**src/rtl/pipe_ctrl_pkg.sv**
```systemverilog
// Shared constants for the pipeline control unit: stage indices, stall
// patterns and the control FSM state encoding.
package pipe_ctrl_pkg;

  localparam logic STOP    = 1'b1;
  localparam logic NO_STOP = 1'b0;

  localparam int STG_PC = 0;
  localparam int STG_IF = 1;
  localparam int STG_ID = 2;
  localparam int STG_EX = 3;
  localparam int STG_WB = 4;

  // Each pattern freezes its own stage and everything upstream of it.
  localparam logic [4:0] STALL_NONE = 5'b00000;
  localparam logic [4:0] STALL_IF   = 5'b00011;
  localparam logic [4:0] STALL_ID   = 5'b00111;
  localparam logic [4:0] STALL_EX   = 5'b01111;
  localparam logic [4:0] STALL_MEM  = 5'b11111;

  typedef enum logic [1:0] {
    ST_RUN        = 2'd0,
    ST_FLUSH      = 2'd1,
    ST_HALT_DRAIN = 2'd2,
    ST_HALTED     = 2'd3
  } state_e;

endpackage

```
**src/rtl/pipe_ctrl_fetch_track.sv**
```systemverilog
// Tracks in-flight instruction-bus requests and marks responses that were
// already outstanding at a redirect as stale.
module fetch_track
  import pipe_ctrl_pkg::*;
#(
  parameter int FETCH_DEPTH = 2
) (
  input  logic clk,
  input  logic rst,
  input  logic fetch_req,
  input  logic fetch_valid,
  input  logic flush,
  input  logic in_flush,
  output logic drop_fetch,
  output logic drop_idle,
  output logic fetch_ready
);

  localparam int CW = $clog2(FETCH_DEPTH + 1);

  logic [CW-1:0] outs;
  logic [CW-1:0] drop_cnt;
  logic          valid_eff;

  // A response with nothing outstanding is spurious and must not underflow.
  assign valid_eff   = fetch_valid & (outs != '0);
  assign fetch_ready = (outs < CW'(FETCH_DEPTH)) | fetch_valid;
  assign drop_fetch  = in_flush & (drop_cnt != '0) & fetch_valid;
  assign drop_idle   = (drop_cnt == '0);

  always_ff @(posedge clk) begin
    if (rst) begin
      outs     <= '0;
      drop_cnt <= '0;
    end else begin
      if (fetch_req & ~valid_eff & (outs != CW'(FETCH_DEPTH))) begin
        outs <= outs + 1'b1;
      end else if (valid_eff & ~fetch_req) begin
        outs <= outs - 1'b1;
      end
      // A request issued alongside the flush is the redirected fetch, so it
      // is excluded from the stale count.
      if (flush) begin
        drop_cnt <= outs - CW'(valid_eff);
      end else if (drop_fetch) begin
        drop_cnt <= drop_cnt - 1'b1;
      end
    end
  end

endmodule

```
**src/rtl/pipe_ctrl.sv**
```systemverilog
// Pipeline control unit: per-stage stall vector, branch redirect with stale
// fetch discard, and a debug halt/resume handshake that drains the back-end.
module pipe_ctrl
  import pipe_ctrl_pkg::*;
#(
  parameter int FETCH_DEPTH  = 2,
  parameter int DRAIN_CYCLES = 3
) (
  input  logic        clk,
  input  logic        rst,
  input  logic        stallreq_if_i,
  input  logic        stallreq_id_i,
  input  logic        stallreq_ex_i,
  input  logic        stallreq_mem_i,
  input  logic        ex_branch_flag_i,
  input  logic [31:0] ex_branch_addr_i,
  input  logic        fetch_req_i,
  input  logic        fetch_valid_i,
  input  logic        dbg_halt_req_i,
  input  logic        dbg_resume_req_i,
  output logic [4:0]  stalled_o,
  output logic        flush_o,
  output logic [31:0] redirect_addr_o,
  output logic        drop_fetch_o,
  output logic        fetch_ready_o,
  output logic        dbg_halted_o
);

  localparam int DW = $clog2(DRAIN_CYCLES + 1);

  state_e        state, state_next;
  logic [DW-1:0] dcnt, dcnt_next;
  logic          halt_pend, halt_pend_next;
  logic          halted_q;
  logic [4:0]    req_vec;
  logic          drain_step;
  logic          drop_idle;

  always_comb begin
    req_vec = STALL_NONE;
    if (stallreq_mem_i)     req_vec = STALL_MEM;
    else if (stallreq_ex_i) req_vec = STALL_EX;
    else if (stallreq_id_i) req_vec = STALL_ID;
    else if (stallreq_if_i) req_vec = STALL_IF;
  end

  // Outside RUN the front end is frozen and if_id emits bubbles.
  assign stalled_o       = (state != ST_RUN) ? (req_vec | STALL_IF) : req_vec;
  assign flush_o         = ex_branch_flag_i;
  assign redirect_addr_o = ex_branch_flag_i ? ex_branch_addr_i : 32'h0;
  assign dbg_halted_o    = halted_q;
  assign drain_step      = (stalled_o[STG_WB] == NO_STOP) & ~flush_o;

  always_comb begin
    state_next     = state;
    dcnt_next      = dcnt;
    halt_pend_next = halt_pend;
    unique case (state)
      ST_RUN: begin
        if (flush_o) begin
          state_next = ST_FLUSH;
        end else if (dbg_halt_req_i) begin
          state_next     = ST_HALT_DRAIN;
          dcnt_next      = '0;
          halt_pend_next = 1'b0;
        end
      end
      ST_FLUSH: begin
        if (flush_o) begin
          halt_pend_next = halt_pend | dbg_halt_req_i;
        end else if (drop_idle) begin
          halt_pend_next = 1'b0;
          dcnt_next      = '0;
          state_next     = halt_pend ? ST_HALT_DRAIN : ST_RUN;
        end else begin
          halt_pend_next = halt_pend | dbg_halt_req_i;
        end
      end
      ST_HALT_DRAIN: begin
        if (flush_o) begin
          state_next     = ST_FLUSH;
          halt_pend_next = 1'b1;
        end else if (drain_step) begin
          if (dcnt == DW'(DRAIN_CYCLES - 1)) state_next = ST_HALTED;
          else                               dcnt_next  = dcnt + 1'b1;
        end
      end
      ST_HALTED: begin
        if (dbg_resume_req_i) state_next = ST_RUN;
      end
      default: state_next = ST_RUN;
    endcase
  end

  always_ff @(posedge clk) begin
    if (rst) begin
      state     <= ST_RUN;
      dcnt      <= '0;
      halt_pend <= 1'b0;
      halted_q  <= 1'b0;
    end else begin
      state     <= state_next;
      dcnt      <= dcnt_next;
      halt_pend <= halt_pend_next;
      halted_q  <= (state_next == ST_HALTED);
    end
  end

  fetch_track #(
    .FETCH_DEPTH(FETCH_DEPTH)
  ) u_fetch_track (
    .clk        (clk),
    .rst        (rst),
    .fetch_req  (fetch_req_i),
    .fetch_valid(fetch_valid_i),
    .flush      (flush_o),
    .in_flush   (state == ST_FLUSH),
    .drop_fetch (drop_fetch_o),
    .drop_idle  (drop_idle),
    .fetch_ready(fetch_ready_o)
  );

endmodule

```
**config.mk**
```make
export PLATFORM = sky130hd
export DESIGN_NAME = pipe_ctrl
export DESIGN_NICKNAME = d
export VERILOG_FILES = /design/src/rtl/pipe_ctrl_pkg.sv /design/src/rtl/pipe_ctrl_fetch_track.sv /design/src/rtl/pipe_ctrl.sv
export SDC_FILE = /design/constraint.sdc
export NUM_CORES = 1
export LEC_CHECK = 0
export ABC_CLOCK_PERIOD_IN_PS = 3900
export BUFFER_PORTS_ARGS = -buffer_cell sky130_fd_sc_hd__buf_2
export CELL_PAD_IN_SITES_DETAIL_PLACEMENT = 1
export CELL_PAD_IN_SITES_GLOBAL_PLACEMENT = 1
export CORE_MARGIN = 4
export CORE_UTILIZATION = 26
export DETAILED_ROUTE_END_ITERATION = 12
export PLACE_DENSITY_LB_ADDON = 0.15
export SYNTH_ARGS = -nofsm -noshare
export SYNTH_HDL_FRONTEND = slang
export SYNTH_SLANG_ARGS = --single-unit
```
**constraint.sdc**
```tcl
create_clock -name clk -period 3.9 [get_ports clk]
set_input_delay 0.39 -clock clk [delete_from_list [all_inputs] [get_ports clk]]
set_output_delay 0.39 -clock clk [all_outputs]
set_load 0.005 [all_outputs]
```
Word level (Yosys, flattened, before mapping):

Cells that the tools add are included.

* eq/ne operators: 14
* reductions and logical operators: 10
* bitwise gates (word level): 13
* add/sub/neg operators: 5
* mux-type cells: 34
* order comparisons: 1

Operators with widths (number)
* 2-bit two-way mux: 22
* 32-bit two-way mux: 1
* 2-bit inequality test (second input constant): 9
* 2-bit nonzero test: 5
* 2-bit equality test (second input constant): 4
* 2-bit case mux with 4 select lines: 1
* 8-bit AND reduction: 1
* 1-bit bitwise AND: 7
* 2-bit case mux with 3 select lines: 1
* 1-bit two-way mux: 5
* 5-bit two-way mux: 1
* 2-bit by 1-bit adder with 2-bit output (second input constant): 2
* 2-bit zero test: 2
* 4-bit two-way mux: 1
* 1-bit NOT: 4
* 4-bit AND reduction: 1
* 2-bit by 1-bit subtractor with 2-bit output (second input constant): 2
* 3-bit two-way mux: 1
* 1-bit case mux with 3 select lines: 1
* 3-bit nonzero test: 1
* 2-bit by 1-bit equality test with 1-bit output (second input constant): 1
* 2-bit less-than comparator (second input constant): 1
* 1-bit OR: 2
* 2-bit by 1-bit subtractor with 2-bit output: 1

* bits of input ports: 43
* register bits: 10
* output and inout port bits: 41

Depth between registers and ports, before layout:

Gate-level depths: netlist (run 1).

* depth after elaboration: 10
* depth in mapped cells: 7
* depth with buffers taken out: 6

Hierarchy:

Synthesis (run 1) repeated with hierarchy kept, for this count alone.

* cell total of the unflattened synthesis: 130
* area, all modules: 1068.5 sq um

Modules (own cells, without submodules)
* pipe_ctrl: cells an instance 97, times used 1, area each 789.5 sq um
* fetch_track: cells an instance 33, times used 1, area each 279.0 sq um

Worst setup path after synthesis (run 1):

No wires, ideal clock.

* kind: input-to-output
* start point: in stallreq_mem_i
* end point: out stalled_o[1]
* stages on the path: 3
* data arrival time: 1.340 ns
* slack: 2.170 ns
* cell sequence: or3_1 > or3b_1 > buf_4

* cells in the longest elaborated chain, start to end: 2

RTL lines
* start, declared: RTL line pipe_ctrl.sv:14 `input logic stallreq_mem_i,`
* 5-bit two-way mux: RTL line pipe_ctrl.sv:41 `if (stallreq_mem_i) req_vec = STALL_MEM;`
* 2-bit two-way mux: RTL line pipe_ctrl.sv:48 `assign stalled_o = (state != ST_RUN) ? (req_vec | STALL_IF) : req_vec;`
* end, declared: RTL line pipe_ctrl.sv:21 `output logic [4:0] stalled_o,`

Every way passes these cells.

Final worst setup path (run 1):

* start point: reg state[1]
* end point: out drop_fetch_o

* cells in the longest elaborated chain, start to end: 3

RTL lines
* start, declared: RTL line pipe_ctrl.sv:31 `state_e state, state_next;`
* start signal, assigned: RTL line pipe_ctrl.sv:102 `state <= state_next;`
* 2-bit by 1-bit equality test with 1-bit output: RTL line pipe_ctrl.sv:117 `.in_flush (state == ST_FLUSH),`
* 1-bit bitwise AND (2 in series): RTL line pipe_ctrl_fetch_track.sv:28 `assign drop_fetch = in_flush & (drop_cnt != '0) & fetch_valid;`
* end, declared: RTL line pipe_ctrl.sv:24 `output logic drop_fetch_o,`

Every way passes these cells.

==> out/results.ini, run 1 <==
[logic_synthesis]
synth-seq-cells = 10
syn_inst = 131
yosysWarnings = 0
synth.most_common_cell = and2_1
ys_top_cells_by_count = 33 x and2_1, 11 x inv_1, 10 x dfxtp_1
synthFlopType = dfxtp_1
yosysUniqueCellTypes = 40
avgSynthCellArea_um2 = 7.57
postSynth.asyncResetShare = 0
synth-edff-count = 0
syn_area_um2 = 992
synth_area_leaders = and2_1 21%, dfxtp_1 20%, ha_1 11%, inv_1 4.2%, nand2b_1 3.8%
yosysTopAreaCellShare = 0.208
synth_fp_nets = 183
ys_seq_area_frac = 0.202
yosysTopAreaCell = and2_1

[floorplanning]
chipHeight_um = 69.8
core_area_mm2 = 0.00366
io_pins = 84
dieArea_mm2 = 0.00487
die_x_um = 69.8
start_util = 0.271
num_rows = 22

[sta]
rsz0062_at_grt = no
finalHoldViolations = 0
max_slew_margin = 0.631
fin_crit_sh = 0.482
max_freq_ghz = 0.532
slew_viol_final = 0
hold_slack_ns = 0.451
setup_ws_ns = 2.02
fin_skew_ns = 0.00368
tightest_slew_ns = 0.553
tns_ns = 0
setup_viol = 0
finalCriticalPeriod_ns = 1.88

[critical_path]
path_max_fanout = 7
r2r_slack_ns = 2.04
reg2reg_depth = 6
end_kind = output pin
cp_slowest_stage_delay_ns = 0.45
rr_endpoint = halt_pend
cp_top_family = flip-flops
cp.required_ns = 3.51
cp_slowest_cell = dfxtp_1
reg2reg_from = state[0]
crit_buf_inv = 2
crit_arrival_ns = 1.49
critPathKind = reg2out
critical_path.cell_chain = inv_1, ha_1, and3b_1, buf_2
cp-start-kind = register

[cts]
postCtsHoldBufs = 0
clock_sinks = 10
insertion_delay_ns = 0.24
h-tree-depth = 1
cts_inserted_buffers = 3
cts_tree = built
post_cts_resized = 0
clkTransAtPathRegs_ns = 0.05
ctsLongestPathBuffers = 2
clock-root-buffer = clkbuf_8
post_cts_buffers = 0

[drt]
ant_nets = 0
routed_wl_mm = 3.46
wl_met2_mm = 1.60
highest_layer = met4
drt-wirelength-per-cell_um = 13.5
drtPass1Iterations = 4
wl_met3_um = 493
vias = 1198
drtIter0Drc = 13
viasPerCell = 4.68
wl_met1_mm = 1.31
route.detailed.drc = 0

[cells_and_area]
diodes = 0
final_util = 0.399
final_cells = 256
final_nets = 262
syn2layout_area_growth_pct = 47.2
fillers = 487
drive_gt1_frac = 0.428
final_area_mm2 = 0.00146

[placement]
hpwl_mm = 2.95
gp_congestion = 0.829
io_buffers = 83
placed_area_mm2 = 0.00142
post-place-ws_ns = 2.06
dp.cells = 253

[job]
maxCapViolations = 0

[global_routing]
grt_use_total = 0.142
grt_overflow = 0
grt_pass1_wl_mm = 5.73
grt_max_degree = 45
antenna_found_initial = 0
grt_pass1_vias = 1303

[pwr]
peakVddDrop_mv = 0.105
power.density_mw_per_mm2 = 284
power.leakage_nw = 0.752
totalPowerFinal_mw = 0.415

[worst_hold_path]
hold_end = dcnt[1]
hp-class = in2reg
hold_depth = 2
min_from = rst

[outcome]
outcome = complete, no violations

[worst register-to-register path, cell delays in order (launching register included)]
cell      delay [ns]
dfxtp_1         0.42
inv_1           0.12
ha_1            0.30
nor2b_1         0.18
a211oi_1        0.30
o21ai_0         0.13
a221oi_1        0.31
[final cells by class]
type	count	area, um^2	share of cell area
multi-input cells	101	702	0.481
well taps	48	60.1	0.0411
flip-flops and latches	10	200	0.137
repair buffers	83	415	0.284
clock buffers	3	41.3	0.0283
inverters	11	41.3	0.0283
[how the worst max path moves through the flow]
| stage | start | slack [ns] | end | cells past startpoint |
|---|---|---|---|---|
| final | state[1] | 2.02 | drop_fetch_o | 4 |
| after global routing | state[0] | 1.91 | halt_pend | 6 |
| after CTS | state[1] | 1.98 | drop_fetch_o | 4 |
| after detailed placement | state[0] | 2.06 | halt_pend | 6 |
| after global placement | stallreq_mem_i | 2.10 | stalled_o[0] | 4 |
| after floorplan | stallreq_mem_i | 2.17 | stalled_o[1] | 3 |
[kinds of logic after synthesis]
logic type,count (synthesis),synth area share
flops,10,0.202
simple gates,65,0.405
xor+xnor,2,0.0177
compound gates,25,0.172
buf+inv,20,0.0908
fa+ha+maj,9,0.113
[power breakdown]
part | total, mW | internal [mW] | switching (mW) | leakage (nW)
logic | 0.181 | 0.0906 | 0.0902 | 0.649
registers | 0.129 | 0.115 | 0.0132 | 0.0818
clock network | 0.106 | 0.0674 | 0.0382 | 0.0216
total | 0.415 | 0.273 | 0.141 | 0.752
[cell usage in the layout, fill, tap and decap left out, drive strengths merged, types with 2 or more instances in the layout]
| cell | n |
|---|---|
| a211oi | 2 |
| a21oi | 6 |
| and2 | 33 |
| buf | 83 |
| clkbuf | 3 |
| dfxtp | 10 |
| ha | 9 |
| inv | 11 |
| nand2 | 5 |
| nand2b | 6 |
| nor2 | 3 |
| nor2b | 5 |
| nor3 | 2 |
| o21ai | 4 |
| or2 | 2 |
| or3 | 2 |
[registers in the layout, indices dropped and copies added (netlist names)]
signal	count
dbg_halted_o	1
u_fetch_track.drop_cnt	2
u_fetch_track.outs	2
dcnt	2
state	2
halt_pend	1
[layer usage]
| layer | track usage | vias up |
|---|---|---|
| met4 | 0.0511 | 0 |
| li1 | - | 591 |
| met1 | 0.142 | 536 |
| met2 | 0.244 | 67 |
| met5 | 0 | - |
| met3 | 0.0812 | 4 |
Power figures use the tool's default switching activity.
==> inputs of run 2 (changes only) <==
- ABC_CLOCK_PERIOD_IN_PS: 3900 -> 1700
- CORE_UTILIZATION: 26 -> 22
- clock period: 3.9 -> 1.7 ns (I/O delays scaled with it)
==> run 2 against run 1 <==
Compared with the run above: total power rose to 2.6 times the previous value; global-route usage is 1.4 points lower; via count is 2.6% higher; non-clock buffer count rose by 5; wire length grew 3.6%; cell count increased by 3.9%; final area up 4.5%; core utilization fell by 4.9 points; sequential share of layout area decreased by 0.50 points; worst hold slack lost 0.23 ns; worst setup slack got worse by 2.0 ns; largest power group unchanged.
==> out/results.ini, run 2 (same netlist as run 1, synthesis figures left out) <==
[drt]
wl_met1_mm = 1.47
vias = 1229
ant_nets = 0
routed_wl_mm = 3.59
drtPass1Iterations = 4
wl_met2_mm = 1.69
drt-wirelength-per-cell_um = 13.5
route.detailed.drc = 0
highest_layer = met4
drtIter0Drc = 21
wl_met3_um = 397
viasPerCell = 4.62

[cts]
cts_tree = built
clkTransAtPathRegs_ns = 0.05
postCtsHoldBufs = 0
h-tree-depth = 1
clock_sinks = 10
ctsLongestPathBuffers = 2
post_cts_resized = 0
cts_inserted_buffers = 3
insertion_delay_ns = 0.24
clock-root-buffer = clkbuf_8
post_cts_buffers = 0

[floorplanning]
die_x_um = 75.2
chipHeight_um = 75.2
start_util = 0.228
core_area_mm2 = 0.00435
dieArea_mm2 = 0.00565
io_pins = 84
num_rows = 24

[cells_and_area]
drive_gt1_frac = 0.458
final_nets = 267
fillers = 560
final_cells = 266
diodes = 0
most-common-layout-cells = 83 x buf_2, 33 x and2_1, 11 x inv_1, 9 x dfxtp_1, 8 x ha_1
final_common_cell = buf_2
syn2layout_area_growth_pct = 53.7
final_area_mm2 = 0.00153
final_util = 0.350

[global_routing]
grt_pass1_vias = 1346
grt_use_total = 0.128
grt_overflow = 0
grt_pass1_wl_mm = 5.71
antenna_found_initial = 0
grt_max_degree = 35

[pwr]
peakVddDrop_mv = 0.228
switching_share = 0.334
totalPowerFinal_mw = 1.07
p_comb_frac = 0.447
p_seq_frac = 0.266
power.density_mw_per_mm2 = 703
clockPowerShare = 0.287
power.leakage_nw = 0.785
p_sw_mw = 0.358
internal_power_mw = 0.714

[critical_path]
path_max_fanout = 3
cp-start-kind = register
rr_endpoint = dcnt[0]
reg2reg_from = dcnt[0]
cp.required_ns = 1.53
reg2reg_depth = 6
crit_arrival_ns = 1.47
r2r_slack_ns = 0.09
critPathKind = reg2out
end_kind = output pin

[worst_hold_path]
hold_depth = 3
min_from = fetch_req_i
hp-class = in2reg
hold_end = u_fetch_track.outs[0]

[sta]
rsz0062_at_grt = yes
max_slew_margin = 0.790
setup_viol = 0
slew_viol_final = 0
setup_ws_ns = 0.0647
finalCriticalPeriod_ns = 1.64
fin_crit_sh = 0.962
finalHoldViolations = 0
max_freq_ghz = 0.611
tns_ns = 0
tightest_slew_ns = 0.307
hold_slack_ns = 0.223
fin_skew_ns = 0.00165

[placement]
post-place-ws_ns = 0.0404
io_buffers = 83
hpwl_mm = 3.14
placed_area_mm2 = 0.00146
gp_congestion = 0.882
dp.cells = 262

[outcome]
outcome = complete, no violations

[job]
maxCapViolations = 0

-- run 2: layout make-up --
| cell class | instances | area [um^2] | area share |
|---|---|---|---|
| clock buffers | 4 | 55.1 | 0.0361 |
| well taps | 52 | 65.1 | 0.0427 |
| repair buffers | 88 | 453 | 0.297 |
| flip-flops and latches | 10 | 201 | 0.132 |
| multi-input cells | 101 | 709 | 0.465 |
| inverters | 11 | 41.3 | 0.0271 |
-- run 2: worst max-delay path, stage by stage (launching register included) --
cell,delay [ns]
dfxtp_1,0.31
inv_1,0.08
buf_4,0.12
ha_2,0.19
or3b_1,0.37
buf_2,0.15
-- run 2: worst max path at each step --
stage               startpoint      endpoint  slack, ns  cells past startpoint
floorplan             state[0]     halt_pend       0.10                      6
global placement      state[1]       dcnt[0]       0.12                      6
detailed placement    state[1]       dcnt[1]       0.04                      6
CTS                   state[1]       dcnt[1]       0.04                      6
global route           dcnt[0]       dcnt[1]      -0.01                      6
finish                state[0]  stalled_o[0]       0.06                      5
-- run 2: power groups by stage --
| stage | sequential, mW | combinational [mW] | clock [mW] |
|---|---|---|---|
| final | 0.286 | 0.480 | 0.307 |
| after global routing | 0.290 | 0.546 | 0.326 |
| after detailed placement | 0.290 | 0.475 | 0 |
| after floorplan | 0.292 | 0.269 | 0 |
| after global placement | 0.286 | 0.465 | 0 |
| after CTS | 0.284 | 0.477 | 0.321 |
-- run 2: metal layers --
| layer | vias up | GRT usage |
|---|---|---|
| met1 | 548 | 0.146 |
| met2 | 72 | 0.224 |
| li1 | 605 | - |
| met4 | 0 | 0.0291 |
| met3 | 4 | 0.0507 |
| met5 | - | 0 |
==> inputs of run 3 (changes only) <==
- CORE_UTILIZATION: 22 -> 24
- SETUP_SLACK_MARGIN: unset -> 0.3
- SYNTH_HIERARCHICAL: unset -> 1
==> run 3 against run 2 <==
Compared with the run above: maximum frequency is 5.0% higher; worst setup slack better by 0.078 ns; die area is 1.1% lower; core utilization is 7.2 points higher; final area is 20% higher; flip-flop and latch count stayed put; first-iteration DRC count is 67% lower; critical endpoint is now dcnt[1]; worst hold slack better by 0.020 ns; combinational power hardly changed; via count is 3.2% higher; critical path type is now reg2reg; total power is 0.46% higher; sequential power hardly changed; largest power group unchanged.
==> out/results.ini, run 3 <==
[floorplanning]
die_x_um = 74.7
num_rows = 24
dieArea_mm2 = 0.00558
chipHeight_um = 74.7
io_pins = 84
start_util = 0.247
core_area_mm2 = 0.00432

[global_routing]
use_met1 = 0.130
grt_overflow = 0
grt_pass1_vias = 1275
grt_max_degree = 34
use_met3 = 0.0454
grt_use_total = 0.134
use_met2 = 0.270
busiest_layer = met2
grt_pass1_wl_mm = 5.82
antenna_found_initial = 0

[critical_path]
cp_slowest_cell = a2111oi_4
end_kind = register
path_max_fanout = 6
cp-start-kind = register
crit_arrival_ns = 1.74
cp.required_ns = 1.89
critical_path.cell_chain = inv_6, ha_4, o21a_1, a2111oi_4, and4b_1, o21ba_1
cp_slowest_stage_delay_ns = 0.39
critPathKind = reg2reg

[cells_and_area]
final_nets = 277
final_common_cell = buf_2
most-common-layout-cells = 80 x buf_2, 32 x and2_1, 13 x buf_4, 7 x nand2b_1, 7 x a21oi_1
drive_gt1_frac = 0.600
syn2layout_area_growth_pct = 71.1
diodes = 0

[logic_synthesis]
synthAdderAreaFrac = 0.0937
synth_fp_nets = 181
synthFlopType = dfxtp_1
synth-edff-count = 0
ys_seq_area_frac = 0.187
avgSynthCellArea_um2 = 8.22
synth.most_common_cell = and2_1
syn_inst = 130
yosysTopAreaCellShare = 0.187
yosysTopAreaCell = and2_1
yosysWarnings = 6
muxShareOfSynthArea = 0.0328
synth_area_leaders = and2_1 19%, dfxtp_1 19%, ha_1 9.4%, a2111oi_4 5.2%, nand2b_1 4.7%
synth-compound-area-share = 0.210
postSynth.asyncResetShare = 0
syn_area_mm2 = 0.00107
synth_simple_gate_area_frac = 0.376
synth_xor_area_frac = 0.0246
yosysUniqueCellTypes = 40
synth_top_family_by_area = simple AND/OR/NAND/NOR gates
synth-seq-cells = 10
ys_top_cells_by_count = 32 x and2_1, 10 x dfxtp_1, 9 x inv_1

[sta]
finalCriticalPeriod_ns = 1.56
tns_ns = 0
slew_viol_final = 0
finalHoldViolations = 0
fin_skew_ns = 0.00402
max_slew_margin = 0.747
rsz0062_at_grt = yes
fin_crit_sh = 0.916
setup_viol = 0
tightest_slew_ns = 0.380
max_freq_ghz = 0.642

[drt]
drtPass1Iterations = 4
route.detailed.drc = 0
vias = 1268
drt-wirelength-per-cell_um = 13.7
ant_nets = 0
viasPerCell = 4.58
drtIter0Drc = 7
routed_wl_mm = 3.81

[placement]
gp_congestion = 0.755
hpwl_mm = 3.02
io_buffers = 83

[pwr]
totalPowerFinal_mw = 1.08
power.leakage_nw = 0.895
peakVddDrop_mv = 0.392
power.density_mw_per_mm2 = 590

[job]
maxCapViolations = 0

[outcome]
outcome = complete, no violations

[cts]
cts_inserted_buffers = 3
cts_tree = built
clkTransAtPathRegs_ns = 0.06
clock_sinks = 10
insertion_delay_ns = 0.24
h-tree-depth = 1
clock-root-buffer = clkbuf_8
ctsLongestPathBuffers = 2

[worst_hold_path]
hp-class = in2reg

## run 3: cell count changes in the layout (fill, tap and decap cells not counted), moves of 4 or more
| cell | change |
|---|---|
| buf_4 | +8 |
| ha_1 | -7 |
| inv_1 | -7 |
| buf_6 | +6 |
| ha_4 | +5 |
| dfxtp_1 | -4 |
| o21a_1 | +4 |
## run 3: what timing repair did
| item | 4_1_cts | 5_1_grt |
|---|---|---|
| resized for setup | 10 | 9 |
| hold buffers | 0 | 0 |
| buffers inserted | 13 | 2 |
| endpoints found under the setup margin | 9 | 11 |
| pin swaps | 4 | 8 |
## run 3: cells by family after synthesis
kind of cell / count (synthesis)
flops: 10
compound gates: 26
mux: 3
buf+inv: 17
simple gates: 63
xor+xnor: 3
fa+ha+maj: 8
## run 3: worst paths after layout
path	from	to	slack (ns)	cells past startpoint
worst max-delay path	state[0]	dcnt[1]	0.14	6
worst max register to register	state[0]	dcnt[1]	0.14	6
worst min register to register	halt_pend	halt_pend	0.53	2
worst min-delay path	rst	u_fetch_track/drop_cnt[1]	0.24	2
## run 3: where the power goes
group | internal (mW) | leakage, nW | total (mW) | switching (mW)
Sequential | 0.256 | 0.0843 | 0.283 | 0.0265
Combinational | 0.272 | 0.782 | 0.481 | 0.209
Clock | 0.205 | 0.0288 | 0.314 | 0.109
Total | 0.733 | 0.895 | 1.08 | 0.345
## run 3: critical path, delay by kind of cell, from the launching register on
family                     cells  cell delay [ns]
AOI/OAI and AO/OA              3             0.65
DFF                            1             0.38
adders and majority gates      1             0.17
and+or+nand+nor                1             0.24
buffers and inverters          1             0.05
## run 3: area by class of cell
| cell class | instances | area (um^2) |
|---|---|---|
| multi-input cells | 103 | 890 |
| well taps | 52 | 65.1 |
| inverters | 9 | 41.3 |
| clock buffers | 4 | 55.1 |
| fillers | 542 | 2500 |
| repair buffers | 99 | 566 |
| flip-flops and latches | 10 | 211 |
## run 3: per-stage QoR
stage,area [um^2],utilization,hold WS (ns),setup slack (ns),std cells
global placement,1570,0.364,0.484,0.169,258
floorplan,1130,-,0.232,0.239,130
CTS,1770,0.410,0.237,0.140,275
global route,1830,0.423,0.250,0.0309,277
finish,1830,0.423,0.244,0.142,277
detailed placement,1570,0.364,0.500,0.106,258
## run 3: per-layer routing
metal / up-vias / routed length [um] / share of wire
li1: 624 / - / -
met2: 55 / 2050 / 0.54
met1: 587 / 1290 / 0.34
met3: 2 / 462 / 0.12
met4: 0 / 7 / 0.0018
met5: - / 0 / 0
